[config.mk]
export PLATFORM = sky130hd
export DESIGN_NAME = tlb_maint_ctrl
export DESIGN_NICKNAME = d
export VERILOG_FILES = /design/src/rtl/tlb_maint_ctrl.sv
export SDC_FILE = /design/constraint.sdc
export NUM_CORES = 1
export LEC_CHECK = 0
export BUFFER_PORTS_ARGS = -buffer_cell sky130_fd_sc_hd__buf_2
export CAP_MARGIN = 20
export CORE_AREA = 3 3 164 166
export DETAILED_ROUTE_END_ITERATION = 8
export DIE_AREA = 0 0 167 169
export GPL_TIMING_DRIVEN = 0
export PLACE_DENSITY = 0.84
export SETUP_SLACK_MARGIN = 0.15
export SLEW_MARGIN = 20
export SYNTH_ARGS = -nofsm -noshare
export SYNTH_HDL_FRONTEND = slang
export SYNTH_SLANG_ARGS = --single-unit
[constraint.sdc]
create_clock -name clk -period 21.9 [get_ports clk]
set_clock_uncertainty 0.05 [all_clocks]
set_input_delay 0 -clock clk [delete_from_list [all_inputs] [get_ports clk]]
set_output_delay 0 -clock clk [all_outputs]
set_load 0.01 [all_outputs]
[src/rtl/tlb_maint_ctrl.sv]
// TLB maintenance sequencer: sole writer of the mmu TLB array, walking its
// one-cycle registered read port for TLBSRCH/INVTLB and handling TLBRD/TLBWR/TLBFILL.
package tlb_maint_pkg;
    localparam int TLB_NUM = 64;

    typedef struct packed {
        logic [18:0] vppn;
        logic        huge_page;
        logic        g;
        logic [9:0]  asid;
        logic        e;
    } tlb_key_t;

    typedef struct packed {
        tlb_key_t    key;
        logic [31:0] data;
    } tlb_entry_t;

    // The strobe vector is sized by the package, so TLB_ENTRY_NUM must not exceed TLB_NUM.
    typedef struct packed {
        logic [TLB_NUM-1:0] we;
        tlb_entry_t         entry;
    } tlb_write_req_t;
endpackage

module tlb_maint_ctrl
    import tlb_maint_pkg::*;
#(
    parameter int TLB_ENTRY_NUM = TLB_NUM,
    parameter int IDX_W         = $clog2(TLB_ENTRY_NUM)
) (
    input  logic             clk,
    input  logic             rst,
    input  logic             op_valid_i,
    output logic             op_ready_o,
    input  logic [2:0]       op_i,
    input  logic [4:0]       inv_op_i,
    input  logic [9:0]       inv_asid_i,
    input  logic [31:0]      inv_va_i,
    input  logic [IDX_W-1:0] csr_index_i,
    input  logic             csr_ne_i,
    input  logic [18:0]      csr_vppn_i,
    input  logic [9:0]       csr_asid_i,
    input  tlb_entry_t       csr_entry_i,
    output logic [IDX_W-1:0] tlb_rd_idx_o,
    input  tlb_entry_t       tlb_rd_entry_i,
    output tlb_write_req_t   tlb_write_req_o,
    output logic             done_o,
    output logic             srch_hit_o,
    output logic [IDX_W-1:0] srch_idx_o,
    output tlb_entry_t       rd_entry_o,
    output logic             inv_err_o
);
    localparam logic [2:0]       OP_SRCH  = 3'd0;
    localparam logic [2:0]       OP_RD    = 3'd1;
    localparam logic [2:0]       OP_WR    = 3'd2;
    localparam logic [2:0]       OP_FILL  = 3'd3;
    localparam logic [2:0]       OP_INV   = 3'd4;
    localparam logic [IDX_W-1:0] LAST_IDX = IDX_W'(TLB_ENTRY_NUM - 1);

    typedef enum logic [1:0] {IDLE, WALK, DRAIN, FIN} state_t;

    state_t           state;
    logic [2:0]       op_q;
    logic [4:0]       inv_op_q;
    logic [9:0]       asid_q;
    logic [18:0]      vpn_q;
    logic [IDX_W-1:0] fill_cnt;
    logic [IDX_W-1:0] cmp_idx;
    logic [IDX_W-1:0] found_idx;
    logic             cmp_valid;
    logic             found;
    logic             entry_hit;
    logic             illegal_op;
    tlb_key_t         rd_key;
    logic             unused_va_low;

    // Only the page number of the INVTLB va takes part in matching.
    assign unused_va_low = ^inv_va_i[12:0];
    assign op_ready_o    = (state == IDLE);
    assign rd_key        = tlb_rd_entry_i.key;
    assign illegal_op    = (op_i > OP_INV) || (op_i == OP_INV && inv_op_i > 5'd6);

    function automatic logic va_match(input tlb_key_t k, input logic [18:0] vpn);
        return k.huge_page ? (vpn[18:9] == k.vppn[18:9]) : (vpn == k.vppn);
    endfunction

    always_comb begin
        entry_hit = 1'b0;
        if (op_q == OP_SRCH) begin
            entry_hit = rd_key.e && va_match(rd_key, vpn_q) && (rd_key.g || rd_key.asid == asid_q);
        end else begin
            case (inv_op_q)
                5'd0, 5'd1: entry_hit = 1'b1;
                5'd2:       entry_hit = rd_key.g;
                5'd3:       entry_hit = !rd_key.g;
                5'd4:       entry_hit = !rd_key.g && rd_key.asid == asid_q;
                5'd5:       entry_hit = !rd_key.g && rd_key.asid == asid_q && va_match(rd_key, vpn_q);
                5'd6:       entry_hit = (rd_key.g || rd_key.asid == asid_q) && va_match(rd_key, vpn_q);
                default:    entry_hit = 1'b0;
            endcase
        end
    end

    always_ff @(posedge clk or posedge rst) begin
        if (rst) fill_cnt <= '0;
        else     fill_cnt <= (fill_cnt == LAST_IDX) ? '0 : fill_cnt + 1'b1;
    end

    always_ff @(posedge clk or posedge rst) begin
        if (rst) begin
            state           <= IDLE;
            op_q            <= '0;
            inv_op_q        <= '0;
            asid_q          <= '0;
            vpn_q           <= '0;
            cmp_idx         <= '0;
            found_idx       <= '0;
            cmp_valid       <= 1'b0;
            found           <= 1'b0;
            tlb_rd_idx_o    <= '0;
            tlb_write_req_o <= '0;
            done_o          <= 1'b0;
            srch_hit_o      <= 1'b0;
            srch_idx_o      <= '0;
            rd_entry_o      <= '0;
            inv_err_o       <= 1'b0;
        end else begin
            done_o             <= 1'b0;
            inv_err_o          <= 1'b0;
            tlb_write_req_o.we <= '0;
            case (state)
                IDLE: if (op_valid_i) begin
                    op_q      <= op_i;
                    inv_op_q  <= inv_op_i;
                    found     <= 1'b0;
                    found_idx <= '0;
                    if (illegal_op) begin
                        done_o    <= 1'b1;
                        inv_err_o <= 1'b1;
                        state     <= FIN;
                    end else if (op_i == OP_WR || op_i == OP_FILL) begin
                        tlb_write_req_o.we[(op_i == OP_FILL) ? fill_cnt : csr_index_i] <= 1'b1;
                        tlb_write_req_o.entry       <= csr_entry_i;
                        tlb_write_req_o.entry.key.e <= csr_entry_i.key.e & ~csr_ne_i;
                        done_o <= 1'b1;
                        state  <= FIN;
                    end else begin
                        tlb_rd_idx_o <= (op_i == OP_RD) ? csr_index_i : '0;
                        asid_q       <= (op_i == OP_SRCH) ? csr_asid_i : inv_asid_i;
                        vpn_q        <= (op_i == OP_SRCH) ? csr_vppn_i : inv_va_i[31:13];
                        state        <= WALK;
                    end
                end
                WALK: begin
                    if (op_q == OP_RD) begin
                        state <= DRAIN;
                    end else begin
                        cmp_valid <= 1'b1;
                        cmp_idx   <= tlb_rd_idx_o;
                        if (tlb_rd_idx_o == LAST_IDX) state <= DRAIN;
                        else                          tlb_rd_idx_o <= tlb_rd_idx_o + 1'b1;
                    end
                end
                DRAIN: begin
                    // The last walked entry is still being compared here, so it folds into the result.
                    cmp_valid <= 1'b0;
                    done_o    <= 1'b1;
                    state     <= FIN;
                    if (op_q == OP_RD) rd_entry_o <= tlb_rd_entry_i;
                    if (op_q == OP_SRCH) begin
                        srch_hit_o <= found | entry_hit;
                        srch_idx_o <= found ? found_idx : (entry_hit ? cmp_idx : '0);
                    end
                end
                FIN: state <= IDLE;
                default: state <= IDLE;
            endcase

            if (cmp_valid && entry_hit) begin
                if (op_q == OP_SRCH && !found) begin
                    found     <= 1'b1;
                    found_idx <= cmp_idx;
                end
                if (op_q == OP_INV) begin
                    tlb_write_req_o.we[cmp_idx]  <= 1'b1;
                    tlb_write_req_o.entry        <= tlb_rd_entry_i;
                    tlb_write_req_o.entry.key.e  <= 1'b0;
                end
            end
        end
    end
endmodule

==> results.cfg <==
[run_status]
status = complete, no violations

[flow_run]
cap_violations = 0

[cells_and_area]
final_cell_mix = buf_2, dfrtp_1, dlygate4sd3_1
area_delta_synth_final_pct = 45.23
mostFrequentLayoutCell = buf_2
seq_area_um2 = 6656
stdcell_area_um2 = 17740
fillCellCount = 1725
finalNetCount = 1814
multiInputGateArea_um2 = 5254
drive_gt1_share_pct = 42.14

[clocking]
postCtsHoldBufs = 208
numClockSinks = 266
insertion_delay_ps = 550
h-tree-depth = 1
tritoncts.num_buffers = 28
postCtsSetupBuffers = 0
cts_resized = 0
cts_tree = built
clk_pin_slew_ps = 60
cts-root-buf = clkbuf_16
cts_buffer_depth = 3

[power]
clkPwrFrac_pct = 22.3
p_sw_share_pct = 34.71
pwr-share-seq_pct = 37.3
power_density_nw_per_um2 = 119.5
p_int_mw = 1.384
peakVddDrop_mv = 0.09861
p_leak_nw = 8.730
power.total_mw = 2.120
combPwrFrac_pct = 40.4
netSwitchingPower_mw = 0.7358

[worst_setup_path]
cp_max_fo = 10
rr_endpoint = tlb_write_req_o[58]$_DFF_PP0_
criticalPathCategory = reg2reg
required_ps = 22260
path_cells = inv_1 -> ha_1 -> clkbuf_1 -> nand4b_1 -> clkbuf_1 -> clkbuf_1 -> mux2_2 -> mux2_4 -> dlygate4sd3_1
start_kind = flop
cp_slowest_cell = clkbuf_1
cpMostUsedCell = clkbuf_1
slowest_delay_ps = 690
worst_setup_path_end_kind = flop
r2r_slack_ps = 17970
r2r_start = state[1]$_DFFE_PP0P_
cp_data_arrival_time_ps = 4290
ff2ff_path_depth = 9

[placed_design]
place_ws_ps = 18540
gp_congestion = 0.9230
place_area_um2 = 14750
portBuffers = 410
dp_hpwl_um = 28000

[synth]
ys_seq_elements = 266
synth_mux_area_share_pct = 23.77
syn-mean-instance-area_um2 = 12.96
yosysUniqueCellTypes = 52
syn-num-nets = 1164
synthTopCellsByArea = dfrtp_1, mux2_2, mux2_4
synth-compound-area-share_pct = 9.579
synth_warnings = 0
yosysTopAreaCell = dfrtp_1
synthXorXnorAreaFrac_pct = 2.223
ys_async_sr_fraction_pct = 100.0
synth_edf_count = 0
synth_fa_ha_area_share_pct = 0.5122
synthCells = 942
synth_ff_type = dfrtp_1
synth-simple-area-share_pct = 6.772
synth_top_family_by_area = multiplexers
synth_top_cell_area_share_pct = 54.50
yosysSeqAreaShare_pct = 54.50
syn-cell-area_um2 = 12210

[die]
io_pins = 425
floorplan.initialDensity_pct = 47.40
dieArea_um2 = 28220
die_w_um = 167
die_height_um = 169
rows = 59
core_area_um2 = 25760

[drt]
dr_wl_met2_um = 22910
ant_nets = 0
drt_iter0_markers = 919
num_vias = 11165
wl_per_cell_um = 23.32
route.detailed.drc = 0
drt-pass1-iter-count = 8
highest_layer = met5
wl_met3_um = 3959
routed_wl_um = 45350
vias_per_cell = 5.740
drt-met1-wl_um = 15770

[global_route]
grt_pass1_wl_um = 69640
antenna_found_initial = 5
grt_pass1_vias = 12145
gr-total-overflow = 0
grt_max_degree = 103
grt_use_total_pct = 31.21

[sta]
hold_viol = 0
finalCriticalPeriod_ps = 3928
tns_ps = 0
rsz0062_at_grt = false
worstMarginPinSlew_ps = 1099
report.final.setup_viol = 0
postLayoutSetupSlackWorst_ps = 17970
fmax_mhz = 254.6
finalCritPeriodShare_pct = 17.94
slew_headroom_pct = 26.17
report.final.slew_viol_count = 0
hold_ws_ps = 47.58

[worst_hold_path]
worstHoldPathType = in2async
how the worst max path moves through the flow:
stage,slack [ps],end,start
2_1_floorplan,14520,asid_q[0]$_DFFE_PP0P_,rst
6_report,17970,tlb_write_req_o[58]$_DFF_PP0_,state[1]$_DFFE_PP0P_
4_1_cts,17980,tlb_write_req_o[59]$_DFF_PP0_,state[1]$_DFFE_PP0P_
3_3_place_gp,11870,rd_entry_o[54]$_DFFE_PP0P_,rst
5_1_grt,17780,tlb_write_req_o[58]$_DFF_PP0_,state[1]$_DFFE_PP0P_
3_5_place_dp,18540,tlb_write_req_o[59]$_DFF_PP0_,state[1]$_DFFE_PP0P_
routing by layer:
layer	vias to the layer above	GRT usage, %
li1	4760	-
met1	5436	34.21
met2	770	56.15
met3	193	7.964
met4	6	15.82
met5	-	0
synthesized netlist by cell type (2+ instances only):
library cell / instances
dfrtp_1: 266
mux2_2: 141
a32o_1: 64
mux2_4: 60
nor2_1: 55
nand2_1: 43
mux2i_1: 38
a21oi_1: 37
clkbuf_1: 32
nor3_1: 24
o21ai_0: 19
xor2_1: 18
inv_1: 17
nand3_1: 17
xnor2_1: 13
buf_2: 9
a31oi_1: 7
buf_6: 7
nor4_1: 7
nand2b_1: 6
ha_1: 5
o21ai_1: 5
a211o_1: 4
buf_1: 4
nand3b_1: 4
nor3b_1: 4
mux2_1: 3
nor2b_1: 3
o31ai_1: 3
and2_1: 2
and3_1: 2
nand4_1: 2
or2_2: 2
metrics by stage:
step | std cells | utilization (%)
2_1_floorplan | 942 | -
3_3_place_gp | 1687 | 57.00
3_5_place_dp | 1689 | 57.24
4_1_cts | 1944 | 68.76
5_1_grt | 1945 | 68.85
6_report | 1945 | 68.85
worst max-delay path, delay by kind of cell (launching register included):
| family | cells | cell delay [ps] |
|---|---|---|
| adders and majority gates | 1 | 210 |
| buffers and inverters | 5 | 2030 |
| DFF | 1 | 400 |
| muxes | 2 | 680 |
| and+or+nand+nor | 1 | 420 |
final cells by class:
type                            count  share of cell area [%]
Sequential cell                   266                   37.53
Clock inverter                      7                  0.3880
Antenna cell                        1                 0.01411
Inverter                           17                  0.4021
Clock buffer                       40                   4.606
Multi-Input combinational cell    607                   29.62
Timing Repair Buffer              620                   23.62
Buffer                             52                   1.460
Tap cell                          335                   2.363
registers in the layout, indices dropped and copies added (netlist names):
name             flops
op_q                 3
asid_q              10
srch_idx_o           6
tlb_write_req_o    128
cmp_valid            1
rd_entry_o          64
vpn_q               19
cmp_idx              6
found_idx            6
srch_hit_o           1
state                2
found                1
fill_cnt             6
inv_op_q             5
inv_err_o            1
tlb_rd_idx_o         6
done_o               1
cell families (layout without fill, tap and decap cells):
family / after synthesis / in the layout
flip-flops: 266 / 266
other: 0 / 1
buffers and inverters: 69 / 736
adder cells (fa/ha/maj): 5 / 5
AND/OR/NAND/NOR: 176 / 176
XOR/XNOR: 31 / 31
AO/OA/AOI/OAI: 153 / 153
multiplexers: 242 / 242
power groups by stage:
stage / Combinational, mW / Clock, mW / Sequential [mW]
floorplan: 0.383 / 0 / 0.823
global placement: 0.680 / 0 / 0.770
detailed placement: 0.707 / 0 / 0.780
CTS: 0.815 / 0.469 / 0.774
global route: 0.909 / 0.494 / 0.807
finish: 0.857 / 0.472 / 0.791
No activity file was read; power rests on OpenSTA's default activity.
